**src/rtl/label_resolver.sv**
```systemverilog
// Second pass of connected-components labelling: walks the merge table once,
// assigns compact object IDs 1..N to roots, and serves per-pixel ID lookups.
module label_resolver #(
    parameter int WORD_SIZE = 8
) (
    input  logic                 clk,
    input  logic                 reset_n,
    input  logic                 start,
    input  logic [WORD_SIZE-1:0] num_labels,
    output logic [WORD_SIZE-1:0] mt_addr,
    input  logic [WORD_SIZE-1:0] mt_data,
    output logic                 busy,
    output logic                 done,
    output logic [WORD_SIZE-1:0] num_objects,
    output logic                 error,
    input  logic                 lookup_en,
    input  logic [WORD_SIZE-1:0] lookup_label,
    output logic [WORD_SIZE-1:0] lookup_q
);

    localparam logic [WORD_SIZE-1:0] ONE = WORD_SIZE'(1);

    typedef enum logic [1:0] {IDLE, FETCH, RESOLVE, DONE} state_t;

    state_t               state, state_nx;
    logic [WORD_SIZE-1:0] n_q;
    logic [WORD_SIZE-1:0] idx;
    logic [WORD_SIZE-1:0] tbl [0:(1<<WORD_SIZE)-1];

    logic linked, bad, last;

    // Parent strictly below us points at an already-resolved label; anything
    // else is a root, malformed or not.
    assign linked = (mt_data != '0) && (mt_data < idx);
    assign bad    = (mt_data == '0) || (mt_data > idx);
    assign last   = (idx == n_q - ONE);

    assign busy = (state != IDLE);
    assign done = (state == DONE);

    always_comb begin
        state_nx = state;
        case (state)
            IDLE:    if (start) state_nx = (num_labels <= ONE) ? DONE : FETCH;
            FETCH:   state_nx = RESOLVE;
            RESOLVE: state_nx = last ? DONE : FETCH;
            DONE:    state_nx = IDLE;
            default: state_nx = IDLE;
        endcase
    end

    always_ff @(posedge clk or negedge reset_n) begin
        if (!reset_n) begin
            state       <= IDLE;
            n_q         <= '0;
            idx         <= '0;
            num_objects <= '0;
            error       <= 1'b0;
            mt_addr     <= '0;
            lookup_q    <= '0;
        end else begin
            state <= state_nx;
            case (state)
                IDLE: if (start) begin
                    n_q         <= num_labels;
                    idx         <= ONE;
                    num_objects <= '0;
                    error       <= 1'b0;
                    // Address is presented during FETCH, so load it on entry.
                    if (num_labels > ONE) mt_addr <= ONE;
                end
                RESOLVE: begin
                    if (!linked) num_objects <= num_objects + ONE;
                    if (bad)     error       <= 1'b1;
                    if (!last) begin
                        idx     <= idx + ONE;
                        mt_addr <= idx + ONE;
                    end
                end
                default: ;
            endcase
            if (lookup_en)
                lookup_q <= (lookup_label == '0) ? '0 : tbl[lookup_label];
        end
    end

    // Resolved table is deliberately not reset; entry 0 is never written.
    always_ff @(posedge clk) begin
        if (state == RESOLVE)
            tbl[idx] <= linked ? tbl[mt_data] : num_objects + ONE;
    end

endmodule
```
**config.mk**
```make
export PLATFORM = sky130hd
export DESIGN_NAME = label_resolver
export DESIGN_NICKNAME = d
export VERILOG_FILES = /design/src/rtl/label_resolver.sv
export SDC_FILE = /design/constraint.sdc
export NUM_CORES = 2
export LEC_CHECK = 0
export BUFFER_PORTS_ARGS = -buffer_cell sky130_fd_sc_hd__buf_2
export CORE_MARGIN = 3
export CORE_UTILIZATION = 40
export DETAILED_ROUTE_END_ITERATION = 16
export SETUP_SLACK_MARGIN = 0.05
export SYNTH_ARGS = -nofsm -noshare
export SYNTH_HDL_FRONTEND = slang
export SYNTH_SLANG_ARGS = --single-unit
```
**constraint.sdc**
```tcl
create_clock -name clk -period 24.6 [get_ports clk]
set_input_delay 0 -clock clk [delete_from_list [all_inputs] [get_ports clk]]
set_output_delay 0 -clock clk [all_outputs]
set_load 0.05 [all_outputs]
```
# [Word-level counts from Yosys, hierarchy flattened]
# Memories as Yosys holds them, arrays and structs flattened.
# Cells that the tools add are included.
[word_totals] ram_bits=2048 regBits=43 mem_count=1 mem_bits_ro=0 out_inout_bits=27 latchBits=0
[memory_table] memory="tbl" depth=256 word_bits=8 rd=2 rd_ports_with_merged_regs=0 write_ports=1 line="28" text="logic [WORD_SIZE-1:0] tbl [0:(1<<WORD_SIZE)-1];"
[op_classes] bitwise_logic=0 n_eq_ne=9 mux=20 div=0 order_cmp=4 reduce_logical=13 shifts=0 addsub=3 multipliers=0
[op_table] op="$mux W8" n=8
[op_table] op="$pmux W8 S2" n=3
[op_table] op="$add A8 B1 Y8 const B" n=2
[op_table] op="$logic_not A8 Y1" n=2
[op_table] op="$ne A2 B2 Y1 const B" n=5
[op_table] op="$reduce_and A3 Y1" n=3
[op_table] op="$eq A8 B8 Y1" n=1
[op_table] op="$gt A8 B1 Y1 const B" n=1
[op_table] op="$gt A8 B8 Y1" n=1
[op_table] op="$le A8 B1 Y1 const B" n=1
[op_table] op="$lt A8 B8 Y1" n=1
[op_table] op="$pmux W2 S4" n=1
[op_table] op="$reduce_bool A8 Y1" n=1
[op_table] op="$sub A8 B1 Y8 const B" n=1
[op_table] op="$mux W2" n=3
[op_table] op="$eq A2 B2 Y1 const B" n=2
[op_table] op="$mux W1" n=4
[op_table] op="$reduce_and A4 Y1" n=1
[op_table] op="$reduce_bool A2 Y1" n=2
[op_table] op="$eq A2 B1 Y1 const B" n=1
[op_table] op="$logic_not A2 Y1" n=1
[op_table] op="$pmux W1 S2" n=1
[op_table] op="$reduce_and A2 Y1" n=1
[op_table] op="$logic_and A1 B1 Y1" n=1
[op_table] op="$logic_or A1 B1 Y1" n=1

# [Depth between registers and ports, before layout]
[logic_depth] depth_word=4 depth_mapped=16 depth_no_buf=9

# [Worst setup path after synthesis]
# Ideal clock, no wire load.
[synth_timing] path_kind="register -> register" start="register idx[6]" end="memory tbl[0][0] (data pin)" arrival_ns=16.253 path_stages_with_launch=9 setup_slack_ns=5.386 required_time_ns=21.639 synth_period_minus_slack_ns=19.214 cell_sequence="dfrtp_1 -> clkbuf_1 -> clkinv_1 -> ha_1 -> a21o_1 -> a211o_1 -> or2_1 -> clkbuf_1 -> o41ai_1"
[synth_via] elab_chain_cells=3
[synth_rtl] item="start, declared" line="27" text="logic [WORD_SIZE-1:0] idx;"
[synth_rtl] item="start signal, assigned" line="76" text="idx <= idx + ONE;"
[synth_rtl] item="$lt A8 B8 Y1" line="34" text="assign linked = (mt_data != '0) && (mt_data < idx);"
[synth_rtl] item="$logic_and A1 B1 Y1" line="34"
[synth_rtl] item="$mux W8" line="90" text="tbl[idx] <= linked ? tbl[mt_data] : num_objects + ONE;"
[synth_rtl] item="end, declared" line="28"
# No other way between the ends.

# [Worst setup path in the final report]
[layout_timing] start="input mt_data[1]" end="memory tbl[89][2] (data pin)"
[layout_via] elab_chain_cells=3 elab_cells_between_ends=5 cone_classes="order compare (1); mux (1); reduce/logical (2); memory (1)"
[layout_rtl] item="start, declared" line="11" text="input logic [WORD_SIZE-1:0] mt_data,"
[layout_rtl] item="branches (longest 2 deep; another with $mem_v2 Z256 W8)"
[layout_rtl] item="$mux W8 (*)" line="90"
# Mark *: on every way between the ends.

==> flow_metrics.env <==
export IMPL_final_nets=5281
export IMPL_ys_types=70
export IMPL_vias=59700
export IMPL_synth_edf_count=2048
export IMPL_cp_arrival_ns=7.09
export IMPL_grt_pass1_vias=58000
export IMPL_antenna_found_initial=31
export IMPL_die_w_um=501
export IMPL_reg2reg_from="idx[6]"
export IMPL_synth_top_area_share_pct=62.8
export IMPL_met2_length_mm=157
export IMPL_firstDrtPassIters=9
export IMPL_syn_cell_area_sq_um=98000
export IMPL_p_total_uw=8460
export IMPL_violations="capacitance limit"
export IMPL_crit_end="tbl[89][2]"
export IMPL_timing_fmax_mhz=153
export IMPL_max_stage_delay_ns=0.82
export IMPL_crit_start="mt_data[1]"
export IMPL_path_clk_slew_ns=0.06
export IMPL_synth_area_leader_cell="edfxtp_1"
export IMPL_drive_above_1_share_pct=32.5
export IMPL_worstSkewPairLatency_ns=0.89
export IMPL_worstMarginPinSlew_ns=1.49
export IMPL_core_sq_um=243000
export IMPL_clockBufferDepth=3
export IMPL_status="complete, but fails checks"
export IMPL_ir_drop_mv=0.0833
export IMPL_io_buffers=54
export IMPL_dpl_hpwl_mm=230
export IMPL_ys_warnings_count=0
export IMPL_hp_class="primary input to flop"
export IMPL_drt_total_wl_mm=356
export IMPL_critPathMaxFanout=65
export IMPL_slew_limit_headroom_pct=0.0667
export IMPL_grt_overflow_total=0
export IMPL_die_h_um=501
export IMPL_cts_buffers=218
export IMPL_vias_per_cell=6.91
export IMPL_initial_utilization_pct=40.3
export IMPL_detail_route_antenna_nets=0
export IMPL_synth_seq_cells=2091
export IMPL_wl_met1_mm=128
export IMPL_fin_skew_ns=0.0548
export IMPL_grt_max_degree=257
export IMPL_r2r_end="tbl[84][7]"
export IMPL_finalSetupTns_ns=0
export IMPL_reg2regPathDepth=9
export IMPL_root_buffer="clkbuf_16"
export IMPL_cap_violations=1
export IMPL_wl_per_cell_um=41.2
export IMPL_grt_use_total_pct=28.1
export IMPL_rsz0062_at_grt="false"
export IMPL_crit_slowest_cell="o21ai_4"
export IMPL_avgSynthCellArea_sq_um=19.2
export IMPL_h_tree_depth=4
export IMPL_crit_top_cell="buf_4"
export IMPL_gp_congestion=1.00
export IMPL_fillers=20400
export IMPL_cts_tree="built"
export IMPL_fin_crit_sh_pct=26.6
export IMPL_synth_net_count=5135
export IMPL_wl_met3_mm=47.7
export IMPL_critPathCaptureType="flop"
export IMPL_drv_slew=0
export IMPL_clock_sinks=2091
export IMPL_ys_flop_type="edfxtp_1"
export IMPL_post_route_min_period_ns=6.53
export IMPL_hold_violations=0
export IMPL_setup_violations=0
export IMPL_top_layer_used="met5"
export IMPL_first_iter_violations=10200
export IMPL_p_per_area_nw_per_um2=77.1
export IMPL_rows=181
export IMPL_die_area_sq_um=251000
export IMPL_crit_chain="buf_8 > buf_4 > buf_4 > buf_4 > buf_4 > mux4_2 > mux4_2 > a22oi_1 > a31oi_1 > a21oi_1 > o21ai_4 > buf_4 > buf_4"
export IMPL_ff2ff_setup_slack_ns=18.57
export IMPL_ys_seq_area_share_pct=63.8
export IMPL_grt_pass1_wl_mm=486
export IMPL_ios=55
export IMPL_synthTopCellsByArea="edfxtp_1 63%, mux4_2 24%, a22oi_1 1.5%"
export IMPL_syn_inst=5093
export IMPL_leakage_uw=0.0342
export IMPL_start_kind="primary input"
export IMPL_area_delta_synth_final_pct=12.1
export IMPL_drc_errors=0
export IMPL_critPathKind="primary input to flop"
export IMPL_required_ns=25.16
export IMPL_async_flop_share_pct=2.06
-- metrics by stage --
stage / instances / cell area, sq um / hold WS [ns] / setup slack [ns] / utilization [%]
detailed placement: 8187 / 102000 / 0.172 / 17.25 / 42.0
CTS: 8625 / 110000 / 0.00413 / 18.13 / 45.1
global placement: 8185 / 102000 / 0.155 / 17.20 / 42.0
floorplan: 5093 / 98000 / -0.296 / 5.39 / -
finish: 8640 / 110000 / 0.0523 / 18.07 / 45.1
global route: 8627 / 110000 / 0.0725 / 17.85 / 45.1
-- flip-flops by register name (all words and copies together) (netlist names) --
name and cells:
idx 8, error 1, mt_addr 8, n_q 8
lookup_q 8, num_objects 8, tbl 2048, state 2
-- power breakdown --
part	total, uW	switching (uW)	internal [uW]	leakage (uW)
clock	3320	1440	1880	0.00344
sequential	4150	36.4	4120	0.0192
combinational	990	696	294	0.0115
total	8460	2180	6290	0.0342
-- cells in the final DEF, fill, tap and decap left out, types with 43 or more instances in the layout --
| master | count |
|---|---|
| nand2_1 | 138 |
| buf_2 | 46 |
| nor2_1 | 317 |
| edfxtp_1 | 2048 |
| a21oi_1 | 94 |
| o22ai_1 | 60 |
| clkinv_1 | 49 |
| clkbuf_1 | 46 |
| a22oi_1 | 198 |
| o21ai_0 | 57 |
| mux4_2 | 1059 |
| buf_4 | 239 |
| dfrtp_1 | 43 |
| nor3_1 | 48 |
| clkbuf_16 | 223 |
| mux2i_1 | 103 |
| nand3_1 | 79 |
-- synthesized netlist by cell type, drive strengths merged, types with 5 or more instances --
master	n
a211o	5
a211oi	28
a21boi	5
a21o	8
a21oi	94
a221oi	29
a22o	23
a22oi	198
a311oi	6
a31o	5
a31oi	20
and2	11
and3	7
buf	258
clkbuf	148
dfrtp	43
edfxtp	2048
ha	14
inv	23
mux2	35
mux2i	103
mux4	1063
nand2	138
nand2b	15
nand3	81
nand3b	5
nand4	16
nor2	329
nor2b	35
nor3	49
nor4	17
o211ai	6
o21ai	58
o221ai	15
o22ai	60
o31ai	7
or2	10
or3	7
xnor2	12
xor2	9
-- metal layers --
metal	track usage (%)	up-vias
met5	0	-
met4	15.1	18
met3	9.04	920
met2	40.9	4547
met1	37.5	31900
li1	-	22300
-- final cells by class --
cell class | instances | area (sq um) | area share (%)
multi-input cells | 2569 | 33400 | 30.4
clock buffers | 278 | 5880 | 5.35
well taps | 3202 | 4010 | 3.65
clock inverters | 127 | 1220 | 1.11
repair buffers | 332 | 2590 | 2.36
inverters | 27 | 109 | 0.0991
flip-flops and latches | 2091 | 62600 | 57.0
diodes | 14 | 35.0 | 0.0319
-- critical path: cells and delay by family --
family	cells	cell delay, ns
AO/OA/AOI/OAI	4	1.67
buffers and inverters	7	4.45
multiplexers	2	0.61
-- cell families (layout without fill, tap and decap cells) --
| family | count (synthesis) | in the layout | share of synthesized area [%] |
|---|---|---|---|
| compound gates | 602 | 602 | 4.28 |
| xor+xnor | 21 | 21 | 0.188 |
| fa+ha+maj | 14 | 14 | 0.179 |
| buf+inv | 433 | 764 | 2.27 |
| flops | 2091 | 2091 | 63.8 |
| simple gates | 731 | 731 | 3.34 |
| other cells | 0 | 14 | 0 |
| mux | 1201 | 1201 | 25.9 |
-- repair_timing --
item / 4_1_cts / 5_1_grt
hold buffers: 33 / 0
endpoints found under the hold margin: 78 / 0
buffers inserted: 0 / 0
gates resized for setup: 0 / 0
-- worst min-delay path by stage --
stage	from	to	cells after the start
after floorplan	reset_n	error	0
after global placement	reset_n	n_q[6]	2
after detailed placement	reset_n	n_q[3]	2
after CTS	mt_data[3]	error	5
after global routing	mt_data[3]	error	5
final	mt_data[3]	error	5
Power figures use the tool's default switching activity.
